### src/rtl/fsm_run_sched_pkg.sv
// Shared types and defaults for the run/done scheduler: FSM states, job result,
// and the default requester count and WAIT timeout.
package fsm_run_sched_pkg;

    localparam int N_REQ_DEF   = 4;
    localparam int TIMEOUT_DEF = 16;

    typedef enum logic [1:0] {
        IDLE = 2'd0,
        RUN  = 2'd1,
        WAIT = 2'd2,
        DONE = 2'd3
    } state_t;

    typedef enum logic {
        OK  = 1'b0,
        ERR = 1'b1
    } result_t;

endpackage

### src/rtl/fsm_run_sched_rr_pick.sv
// Combinational round-robin picker: searches req starting one past last_grant
// and returns a one-hot grant plus a flag saying any request was present.
module rr_pick #(
    parameter int N  = 4,
    parameter int IW = (N > 1) ? $clog2(N) : 1
) (
    input  logic [N-1:0]  req,
    input  logic [IW-1:0] last_grant,
    output logic [N-1:0]  grant,
    output logic          valid
);

    // Offset i=1 is the highest-priority slot; the grantee itself comes last.
    always_comb begin
        grant = '0;
        valid = 1'b0;
        for (int i = 1; i <= N; i++) begin
            for (int j = 0; j < N; j++) begin
                if (!valid && (j == (int'(last_grant) + i) % N) && req[j]) begin
                    grant[j] = 1'b1;
                    valid    = 1'b1;
                end
            end
        end
    end

endmodule

### src/rtl/fsm_run_sched.sv
// Shares one run/done engine among N_REQ requesters: round-robin grant, one run
// pulse per job, bounded wait for done, then an ack or err pulse to the grantee.
module fsm_run_sched
    import fsm_run_sched_pkg::*;
#(
    parameter int N_REQ   = N_REQ_DEF,
    parameter int TIMEOUT = TIMEOUT_DEF
) (
    input  logic             clk,
    input  logic             reset_n,
    input  logic [N_REQ-1:0] i_req,
    output logic [N_REQ-1:0] o_grant,
    output logic [N_REQ-1:0] o_ack,
    output logic [N_REQ-1:0] o_err,
    output logic             o_run,
    input  logic             i_done,
    output logic             o_busy
);

    localparam int CW = $clog2(TIMEOUT);
    localparam int IW = (N_REQ > 1) ? $clog2(N_REQ) : 1;

    state_t           state, state_d;
    result_t          result_q, result_d;
    logic [CW-1:0]    cnt, cnt_d;
    logic [N_REQ-1:0] grant_q, grant_d;
    logic [IW-1:0]    last_q, last_d;
    logic [IW-1:0]    grant_idx;
    logic [N_REQ-1:0] pick_grant;
    logic             pick_valid;

    rr_pick #(
        .N  (N_REQ),
        .IW (IW)
    ) u_rr_pick (
        .req        (i_req),
        .last_grant (last_q),
        .grant      (pick_grant),
        .valid      (pick_valid)
    );

    always_comb begin
        grant_idx = '0;
        for (int i = 0; i < N_REQ; i++) begin
            if (grant_q[i]) grant_idx = IW'(i);
        end
    end

    always_ff @(posedge clk or negedge reset_n) begin
        if (!reset_n) begin
            state    <= IDLE;
            result_q <= OK;
            cnt      <= '0;
            grant_q  <= '0;
            last_q   <= IW'(N_REQ - 1);
        end else begin
            state    <= state_d;
            result_q <= result_d;
            cnt      <= cnt_d;
            grant_q  <= grant_d;
            last_q   <= last_d;
        end
    end

    always_comb begin
        state_d  = state;
        result_d = result_q;
        cnt_d    = cnt;
        grant_d  = grant_q;
        last_d   = last_q;
        unique case (state)
            IDLE: begin
                grant_d = pick_valid ? pick_grant : '0;
                if (pick_valid) state_d = RUN;
            end
            RUN: begin
                cnt_d   = '0;
                state_d = WAIT;
            end
            WAIT: begin
                // A done arriving on the last allowed cycle still counts as success.
                if (i_done) begin
                    result_d = OK;
                    state_d  = DONE;
                end else if (cnt == CW'(TIMEOUT - 1)) begin
                    result_d = ERR;
                    state_d  = DONE;
                end else begin
                    cnt_d = cnt + CW'(1);
                end
            end
            DONE: begin
                last_d  = grant_idx;
                grant_d = '0;
                state_d = IDLE;
            end
            default: state_d = IDLE;
        endcase
    end

    assign o_grant = grant_q;
    assign o_run   = (state == RUN);
    assign o_busy  = (state != IDLE);
    assign o_ack   = (state == DONE && result_q == OK)  ? grant_q : '0;
    assign o_err   = (state == DONE && result_q == ERR) ? grant_q : '0;

endmodule

### config.mk
export PLATFORM = sky130hd
export DESIGN_NAME = fsm_run_sched
export DESIGN_NICKNAME = d
export VERILOG_FILES = /design/src/rtl/fsm_run_sched_pkg.sv /design/src/rtl/fsm_run_sched_rr_pick.sv /design/src/rtl/fsm_run_sched.sv
export SDC_FILE = /design/constraint.sdc
export NUM_CORES = 1
export LEC_CHECK = 0
export BUFFER_PORTS_ARGS = -buffer_cell sky130_fd_sc_hd__buf_2
export CORE_MARGIN = 10
export CORE_UTILIZATION = 55
export DETAILED_ROUTE_END_ITERATION = 8
export GPL_ROUTABILITY_DRIVEN = 0
export HOLD_SLACK_MARGIN = 0.12
export PLACE_DENSITY = 0.78
export SYNTH_ARGS = -nofsm -noshare
export SYNTH_HDL_FRONTEND = slang
export SYNTH_SLANG_ARGS = --single-unit
### constraint.sdc
create_clock -name clk -period 3.2 [get_ports clk]
set_input_delay 0.32 -clock clk [delete_from_list [all_inputs] [get_ports clk]]
set_output_delay 0.32 -clock clk [all_outputs]
set_load 0.02 [all_outputs]
==> metrics.log, run 1 <==
[metrics] die width: 59.1 um
[metrics] TritonCTS clock tree: done
[metrics] # setup viols final: 0
[metrics] CP bufs+invs: 2
[metrics] CTS sink count: 13
[metrics] cell breakdown of the critical path: ha_1 -> inv_1 -> nor2_1 -> and2_1 -> buf_2
[metrics] clock tree buffer depth: 2
[metrics] first-pass detailed-route iteration total: 4
[metrics] met2 global-route usage: 19.5%
[metrics] clock share of power: 12.1%
[metrics] diode count: 0
[metrics] area leader, netlist: sky130_fd_sc_hd__dfrtp_1
[metrics] initial antenna violation count: 0
[metrics] Via density: 5.78
[metrics] critical path start-end classification: reg -> out
[metrics] worst IR drop on VDD: 0.817 mV
[metrics] combinational share of power: 52.7%
[metrics] slowest cell on the critical path: sky130_fd_sc_hd__dfrtp_1
[metrics] number of clock buffers inserted by TritonCTS: 3
[metrics] post-route cell area: 985 um^2
[metrics] average routed wire per standard cell: 14.7 um
[metrics] number of buffers inserted by port buffering: 20
[metrics] Overflow after GRT: 0
[metrics] number of instances in the synthesized netlist: 95
[metrics] pin count of the biggest net entering global routing: 16
[metrics] maximum cell stage delay along the critical path: 400 ps
[metrics] combinational family with the most area after synthesis: compound AO/OA/AOI/OAI gates
[metrics] cells taking the most area after synthesis: sky130_fd_sc_hd__dfrtp_1 33%, sky130_fd_sc_hd__ha_1 8.9%, sky130_fd_sc_hd__dfstp_2 6.2%
[metrics] sequential cell area: 328 um^2
[metrics] First DRT Iteration DRCs: 17
[metrics] number of nets in the layout: 131
[metrics] max-cap violation count: 0
[metrics] kind of cell adding the most delay to the critical path: flip-flops
[metrics] area share of xor/xnor cells in the synthesized design: 0%
[metrics] placed wire-length estimate after detailed placement: 1.48 mm
[metrics] placed cell area: 948 um^2
[metrics] min-delay src: i_done
[metrics] RSZ-0062 raised after global routing: no
[metrics] Root Buffer: sky130_fd_sc_hd__clkbuf_4
[metrics] total I/O pin count: 21
[metrics] met3 Usage GRT: 4.94%
[metrics] post-route clock skew: 8.66 ps
[metrics] DIE AREA: 0.00350 mm^2
[metrics] Worst Hold Class: in -> reg
[metrics] critical path arrival: 1630 ps
[metrics] peak-usage layer in the global routing report: met2
[metrics] share of post-route cells with drive strength above 1: 25.6%
[metrics] cell count of the worst hold path: 2
[metrics] DIE HEIGHT: 59.1 um
[metrics] fraction of the mapped netlist area in simple logic gates: 21.0%
[metrics] leakage component of the power: 0.507 nW
[metrics] net switching power: 0.412 mW
[metrics] global-route wire length before repair: 3.37 mm
[metrics] capturing element type of the critical path: output port
[metrics] internal power: 0.444 mW
[metrics] final hold violations: 0
[metrics] count of cell instances traversed by the critical path: 5
[metrics] Post-Synthesis Cell Area: 842 um^2
[metrics] top cell type's share of synthesized area: 32.7%
[metrics] Multi-input gate area: 463 um^2
[metrics] buffers inserted by post-CTS timing repair: 0
[metrics] number of warning messages in the yosys log: 0
[metrics] area fraction in compound gates after synthesis: 23.9%
[metrics] Crit Path Max Fanout: 9
[metrics] source-to-sink clock delay at the later pin of the worst-skew pair: 280 ps
[metrics] total via count after detailed routing: 769
[metrics] Antenna Violating Nets Remaining: 0
[metrics] met1 layer usage reported by global route: 13.1%
[metrics] FF+latch count, synth: 13
[metrics] headroom to the max-slew limit: 68.0%
[metrics] clock transition at the registers of the reported paths: 80 ps
[metrics] Startpoint Class: flip-flop
[metrics] mux cell area share after synthesis: 1.19%
[metrics] share of the clock period used by the worst path: 60.8%
[metrics] total count of max-transition violations in the final report: 0
[metrics] vias in the first global route: 747
[metrics] switching portion of total power: 48.2%
[metrics] worst hold endpoint: result_q
[metrics] effective utilization at floorplan: 57.2%
[metrics] H-tree depth reported by CTS: 1
[metrics] Post-Synthesis Mean Instance Area: 8.86 um^2
[metrics] DRC violation count after routing: 0
[metrics] worst flop-to-flop path endpoint: o_grant[3]
[metrics] number of filler cells placed in the layout: 120
[metrics] slack of the worst reg-to-reg path: 1400 ps
[metrics] Slew @ Worst Pin: 480 ps
[metrics] time the final worst path needs with I/O delays and setup: 1950 ps
[metrics] Power per Cell Area: 869 mW/mm^2
[metrics] R2R Path Start: state[0]
[metrics] status: completed
[metrics] Core ar.: 0.00147 mm^2
[metrics] fraction of power consumed by sequential logic: 35.2%
[metrics] proportion of synthesized chip area in sequential cells: 38.9%
[metrics] total nets after synthesis: 108
[metrics] path depth of the worst reg2reg path: 6
[metrics] count of distinct cell types in the synthesized netlist: 32
[metrics] number of placement rows: 14
[metrics] peak clock frequency supported by timing: 514 MHz
[metrics] critical path data required time: 2880 ps
[metrics] total negative setup slack: 0 ps
[metrics] P&R area growth vs syn: 16.9%
[metrics] total wirelength of the detailed-routed design: 1.95 mm
[metrics] global router's overall resource usage: 12.1%
[metrics] adder-cell area share of the yosys netlist: 8.92%
[power groups by stage]
| stage | combinational [mW] | clock, mW | sequential, mW |
|---|---|---|---|
| 6_report | 0.451 | 0.104 | 0.301 |
| 5_1_grt | 0.515 | 0.115 | 0.312 |
| 4_1_cts | 0.451 | 0.109 | 0.301 |
| 3_5_place_dp | 0.450 | 0 | 0.305 |
| 3_3_place_gp | 0.444 | 0 | 0.303 |
| 2_1_floorplan | 0.341 | 0 | 0.293 |
[synth_stat cells]
cell type                   number
sky130_fd_sc_hd__dfrtp_1        11
sky130_fd_sc_hd__a21oi_1        10
sky130_fd_sc_hd__inv_1          10
sky130_fd_sc_hd__nor2_1          8
sky130_fd_sc_hd__o21ai_0         8
sky130_fd_sc_hd__ha_1            6
sky130_fd_sc_hd__and3_1          5
sky130_fd_sc_hd__nand2_1         5
sky130_fd_sc_hd__and2_1          4
sky130_fd_sc_hd__buf_2           2
sky130_fd_sc_hd__dfstp_2         2
sky130_fd_sc_hd__nand2b_1        2
sky130_fd_sc_hd__nand4_1         2
sky130_fd_sc_hd__o2111ai_1       2
sky130_fd_sc_hd__a21oi_2         1
sky130_fd_sc_hd__a22o_1          1
sky130_fd_sc_hd__a2bb2oi_1       1
sky130_fd_sc_hd__a31oi_1         1
sky130_fd_sc_hd__a31oi_4         1
sky130_fd_sc_hd__and3_4          1
sky130_fd_sc_hd__clkbuf_1        1
sky130_fd_sc_hd__mux2i_1         1
sky130_fd_sc_hd__nand3_1         1
sky130_fd_sc_hd__nand4b_1        1
sky130_fd_sc_hd__nor2_2          1
sky130_fd_sc_hd__nor2b_1         1
sky130_fd_sc_hd__nor2b_2         1
sky130_fd_sc_hd__o21ai_1         1
sky130_fd_sc_hd__o21bai_1        1
sky130_fd_sc_hd__o221ai_1        1
sky130_fd_sc_hd__o31a_1          1
sky130_fd_sc_hd__o32a_1          1
[cells in the final DEF (no fill, tap or decap), types with 2 or more instances in the layout]
master                       n
sky130_fd_sc_hd__buf_2      20
sky130_fd_sc_hd__o21ai_0     8
sky130_fd_sc_hd__nor2_1      8
sky130_fd_sc_hd__inv_1      10
sky130_fd_sc_hd__clkbuf_4    3
sky130_fd_sc_hd__nand4_1     2
sky130_fd_sc_hd__a21oi_1    10
sky130_fd_sc_hd__ha_1        6
sky130_fd_sc_hd__dfrtp_1    11
sky130_fd_sc_hd__dfstp_2     2
sky130_fd_sc_hd__and3_1      5
sky130_fd_sc_hd__o2111ai_1   2
sky130_fd_sc_hd__nand2_1     5
sky130_fd_sc_hd__nand2b_1    2
sky130_fd_sc_hd__and2_1      4
[sequential cells by signal, indices dropped and copies added, names as in the netlist]
| register | cells |
|---|---|
| cnt | 4 |
| last_q | 2 |
| state | 2 |
| o_grant | 4 |
| result_q | 1 |
[routing by layer]
layer  up-vias  share of wire (%)
li1        377                  -
met3         6                8.7
met2        23                 48
met5         -                  0
met1       363                 41
met4         0                2.4
[cell type report]
class                           instances  share of cell area [%]
Multi-Input combinational cell         69                    47.0
Sequential cell                        13                    33.3
Timing Repair Buffer                   21                    11.2
Inverter                               10                    3.81
Clock buffer                            4                    2.67
Tap cell                               16                    2.03
[how the worst max path moves through the flow]
stage	startpoint	to	slack (ps)
floorplan	state[0]	o_ack[0]	1770
global placement	state[1]	o_grant[3]	1420
detailed placement	state[0]	o_grant[3]	1440
CTS	state[0]	o_ack[3]	1230
global route	state[0]	o_ack[3]	1110
finish	state[0]	o_ack[3]	1250
[timing repair]
action / in CTS / in global routing
hold buffers: 1 / 0
resized for setup: 0 / 0
hold endpoints to repair: 11 / 0
[cells by family after synthesis]
kind of cell,Yosys count
AND/OR/NAND/NOR,32
buffers and inverters,13
multiplexers,1
flip-flops,13
adder cells (fa/ha/maj),6
AO/OA/AOI/OAI,30
[stage by stage]
stage	hold WS [ps]	std cells	util, %	power, mW	setup WS [ps]
3_3_place_gp	222	128	64.5	0.747	1420
6_report	281	133	66.9	0.856	1250
5_1_grt	304	133	66.9	0.942	1110
2_1_floorplan	24.4	95	-	0.633	1770
4_1_cts	270	133	66.9	0.861	1230
3_5_place_dp	221	128	64.5	0.755	1440
(Power assumes the default switching activity.)
==> inputs of run 2 (changes only) <==
--- a/config.mk
+++ b/config.mk
@@ -6,12 +6,13 @@
 export NUM_CORES = 1
 export LEC_CHECK = 0
 export BUFFER_PORTS_ARGS = -buffer_cell sky130_fd_sc_hd__buf_2
+export CORE_ASPECT_RATIO = 1.25
 export CORE_MARGIN = 10
-export CORE_UTILIZATION = 55
+export CORE_UTILIZATION = 51
 export DETAILED_ROUTE_END_ITERATION = 8
 export GPL_ROUTABILITY_DRIVEN = 0
 export HOLD_SLACK_MARGIN = 0.12
-export PLACE_DENSITY = 0.78
+export PLACE_DENSITY = 0.73
 export SYNTH_ARGS = -nofsm -noshare
 export SYNTH_HDL_FRONTEND = slang
 export SYNTH_SLANG_ARGS = --single-unit
==> constraint.sdc (replaced) <==
create_clock -name clk -period 1.8 [get_ports clk]
set_input_delay 0.18 -clock clk [delete_from_list [all_inputs] [get_ports clk]]
set_output_delay 0.18 -clock clk [all_outputs]
set_load 0.02 [all_outputs]
==> run 2 against run 1 <==
Cell count is 2.3% higher. Cell area is 2.5% higher. Combinational power is 86% higher. Utilization is 2.3 points lower. Die area is 5.4% higher. Register-to-register slack worse by 1200 ps. Non-clock buffer count is 1 higher. Global-route usage is 1.4 points lower. Sequential share of layout area is 0.83 points lower. Flip-flop and latch count stayed put.
==> metrics.log, run 2 (synthesis gave the netlist of run 1 again) <==
[metrics] global router's overall resource usage: 10.7% (-1.4 points)
[metrics] switching portion of total power: 47.3% (-0.81 points)
[metrics] placed wire-length estimate after detailed placement: 1.49 mm (+0.32%)
[metrics] number of clock buffers inserted by TritonCTS: 3 (unchanged)
[metrics] status: completed
[metrics] critical path start-end classification: reg -> out
[metrics] post-route clock skew: 11.8 ps (+3.09 ps)
[metrics] CP endpoint: o_ack[1]
[metrics] share of post-route cells with drive strength above 1: 28.0% (+2.3 points)
[metrics] Slew @ Worst Pin: 325 ps (-155 ps)
[metrics] vias in the first global route: 780 (+4.4%)
[metrics] Multi-input gate area: 478 um^2 (+3.2%)
[metrics] internal power: 0.830 mW (+87%)
[metrics] H-tree depth reported by CTS: 1 (unchanged)
[metrics] Antenna Violating Nets Remaining: 0 (unchanged)
[metrics] first-pass detailed-route iteration total: 4 (unchanged)
[metrics] total power of the final layout: 1.58 mW (+84%)
[metrics] DIE AREA: 0.00369 mm^2 (+5.4%)
[metrics] net switching power: 0.746 mW (+81%)
[metrics] pin count of the biggest net entering global routing: 14 (-2)
[metrics] number of nets in the layout: 132 (+0.76%)
[metrics] buffers inserted by post-CTS timing repair: 0 (unchanged)
[metrics] total I/O pin count: 21 (unchanged)
[metrics] path depth of the worst reg2reg path: 6 (unchanged)
[metrics] average routed wire per standard cell: 13.9 um (-5.1%)
[metrics] critical path arrival: 1490 ps (-140 ps)
[metrics] fraction of power consumed by sequential logic: 34.8% (-0.4 points)
[metrics] most frequent standard cell in the layout excluding fill and tap cells: sky130_fd_sc_hd__buf_2
[metrics] peak clock frequency supported by timing: 598 MHz
[metrics] clock share of power: 11.9% (-0.2 points)
[metrics] Crit Path Max Fanout: 9 (unchanged)
[metrics] R2R Path Start: state[0]
[metrics] global-route wire length before repair: 3.25 mm (-3.5%)
[metrics] Startpoint Class: flip-flop
[metrics] total via count after detailed routing: 761 (-1.0%)
[metrics] worst flop-to-flop path endpoint: o_grant[3]
[metrics] die width: 56.3 um (-4.7%)
[metrics] Root Buffer: sky130_fd_sc_hd__clkbuf_4
[metrics] DIE HEIGHT: 65.4 um (+11%)
[metrics] combinational share of power: 53.3% (+0.6 points)
[metrics] CTS sink count: 13 (unchanged)
[metrics] number of buffers inserted by port buffering: 20 (unchanged)
[metrics] sequential cell area: 328 um^2 (unchanged)
[metrics] total negative setup slack: 0 ps (unchanged)
[metrics] TritonCTS clock tree: done
[metrics] effective utilization at floorplan: 53.9% (-3.3 points)
[metrics] source-to-sink clock delay at the later pin of the worst-skew pair: 290 ps (about the same)
[metrics] clock transition at the registers of the reported paths: 90 ps (about the same)
[metrics] max-cap violation count: 0 (unchanged)
[metrics] number of placement rows: 16 (+2)
[metrics] Power per Cell Area: 1560 mW/mm^2 (+80%)
[metrics] time the final worst path needs with I/O delays and setup: 1670 ps
[metrics] Overflow after GRT: 0 (unchanged)
[metrics] slack of the worst reg-to-reg path: 170 ps (-1230 ps)
[metrics] diode count: 0 (unchanged)
[metrics] DRC violation count after routing: 0 (unchanged)
[metrics] final hold violations: 0 (unchanged)
[metrics] highest-count cells in the layout ignoring fill and taps: 20 x sky130_fd_sc_hd__buf_2, 11 x sky130_fd_sc_hd__dfrtp_1, 10 x sky130_fd_sc_hd__inv_1, 10 x sky130_fd_sc_hd__a21oi_1, 8 x sky130_fd_sc_hd__o21ai_0
[metrics] share of the clock period used by the worst path: 93.0%
[metrics] Worst Hold Class: in -> reg
[metrics] First DRT Iteration DRCs: 25 (+8)
[metrics] initial antenna violation count: 0 (unchanged)
[metrics] leakage component of the power: 0.511 nW (+0.89%)
[metrics] worst setup path start: state[0]
[metrics] Via density: 5.60 (-3.2%)
[metrics] RSZ-0062 raised after global routing: no
[metrics] headroom to the max-slew limit: 78.3% (+10 points)
[metrics] total count of max-transition violations in the final report: 0 (unchanged)
[metrics] P&R area growth vs syn: 19.9%
[metrics] # setup viols final: 0 (unchanged)
[metrics] worst IR drop on VDD: 0.914 mV (+12%)
[metrics] critical path data required time: 1620 ps (-1260 ps)
[metrics] clock tree buffer depth: 2 (unchanged)
[metrics] capturing element type of the critical path: output port
[metrics] number of filler cells placed in the layout: 131 (+9.2%)
[metrics] Core ar.: 0.00156 mm^2 (+6.1%)
[metrics] total wirelength of the detailed-routed design: 1.89 mm (-3.0%)
==> run 2: cell type report <==
cell class / instances / area share [%]
Tap cell: 18 / 2.23
Inverter: 10 / 3.72
Sequential cell: 13 / 32.5
Clock buffer: 4 / 2.60
Timing Repair Buffer: 22 / 11.6
Multi-Input combinational cell: 69 / 47.3
==> run 2: worst min path at each step <==
stage	from	end	slack, ps	cells after the start
finish	i_done	result_q	140	2
detailed placement	reset_n	o_grant[1]	80	1
floorplan	reset_n	cnt[0]	-120	0
global placement	reset_n	o_grant[1]	80	1
CTS	i_done	result_q	140	2
global route	i_done	result_q	160	2
==> run 2: per-layer routing <==
layer	vias to the layer above	routed length [um]	GRT usage (%)
met2	23	963	17.8
met5	-	0	0
li1	384	-	-
met3	5	176	3.65
met4	0	46	6.93
met1	349	706	11.3
==> run 2: through the flow <==
step	hold WS [ps]	std cells	setup slack, ps	area (um^2)	utilization, %
final	136	136	126	1010	64.7
after global routing	157	136	2.49	1010	64.7
after CTS	140	136	1.91	997	63.9
after detailed placement	79.6	131	218	958	61.4
after global placement	75.5	131	274	958	61.4
after floorplan	-116	95	500	842	-
==> run 2: power by group through the flow <==
stage / combinational (mW) / clock, mW / sequential [mW]
after floorplan: 0.606 / 0 / 0.520
after global placement: 0.818 / 0 / 0.533
after detailed placement: 0.829 / 0 / 0.539
after CTS: 0.833 / 0.188 / 0.534
after global routing: 0.950 / 0.198 / 0.569
final: 0.840 / 0.188 / 0.548
==> run 2: timing repair <==
action / 4_1_cts / 5_1_grt
endpoints found under the hold margin: 13 / 0
pin swaps: 0 / 0
setup endpoints to repair: 4 / 4
resized for setup: 1 / 2
hold buffers: 1 / 0
==> run 2: critical path: stages (launching register included) <==
cell	delay, ps
sky130_fd_sc_hd__dfrtp_1	440
sky130_fd_sc_hd__ha_4	210
sky130_fd_sc_hd__inv_1	110
sky130_fd_sc_hd__nor2_2	150
sky130_fd_sc_hd__and2_1	140
sky130_fd_sc_hd__buf_2	160
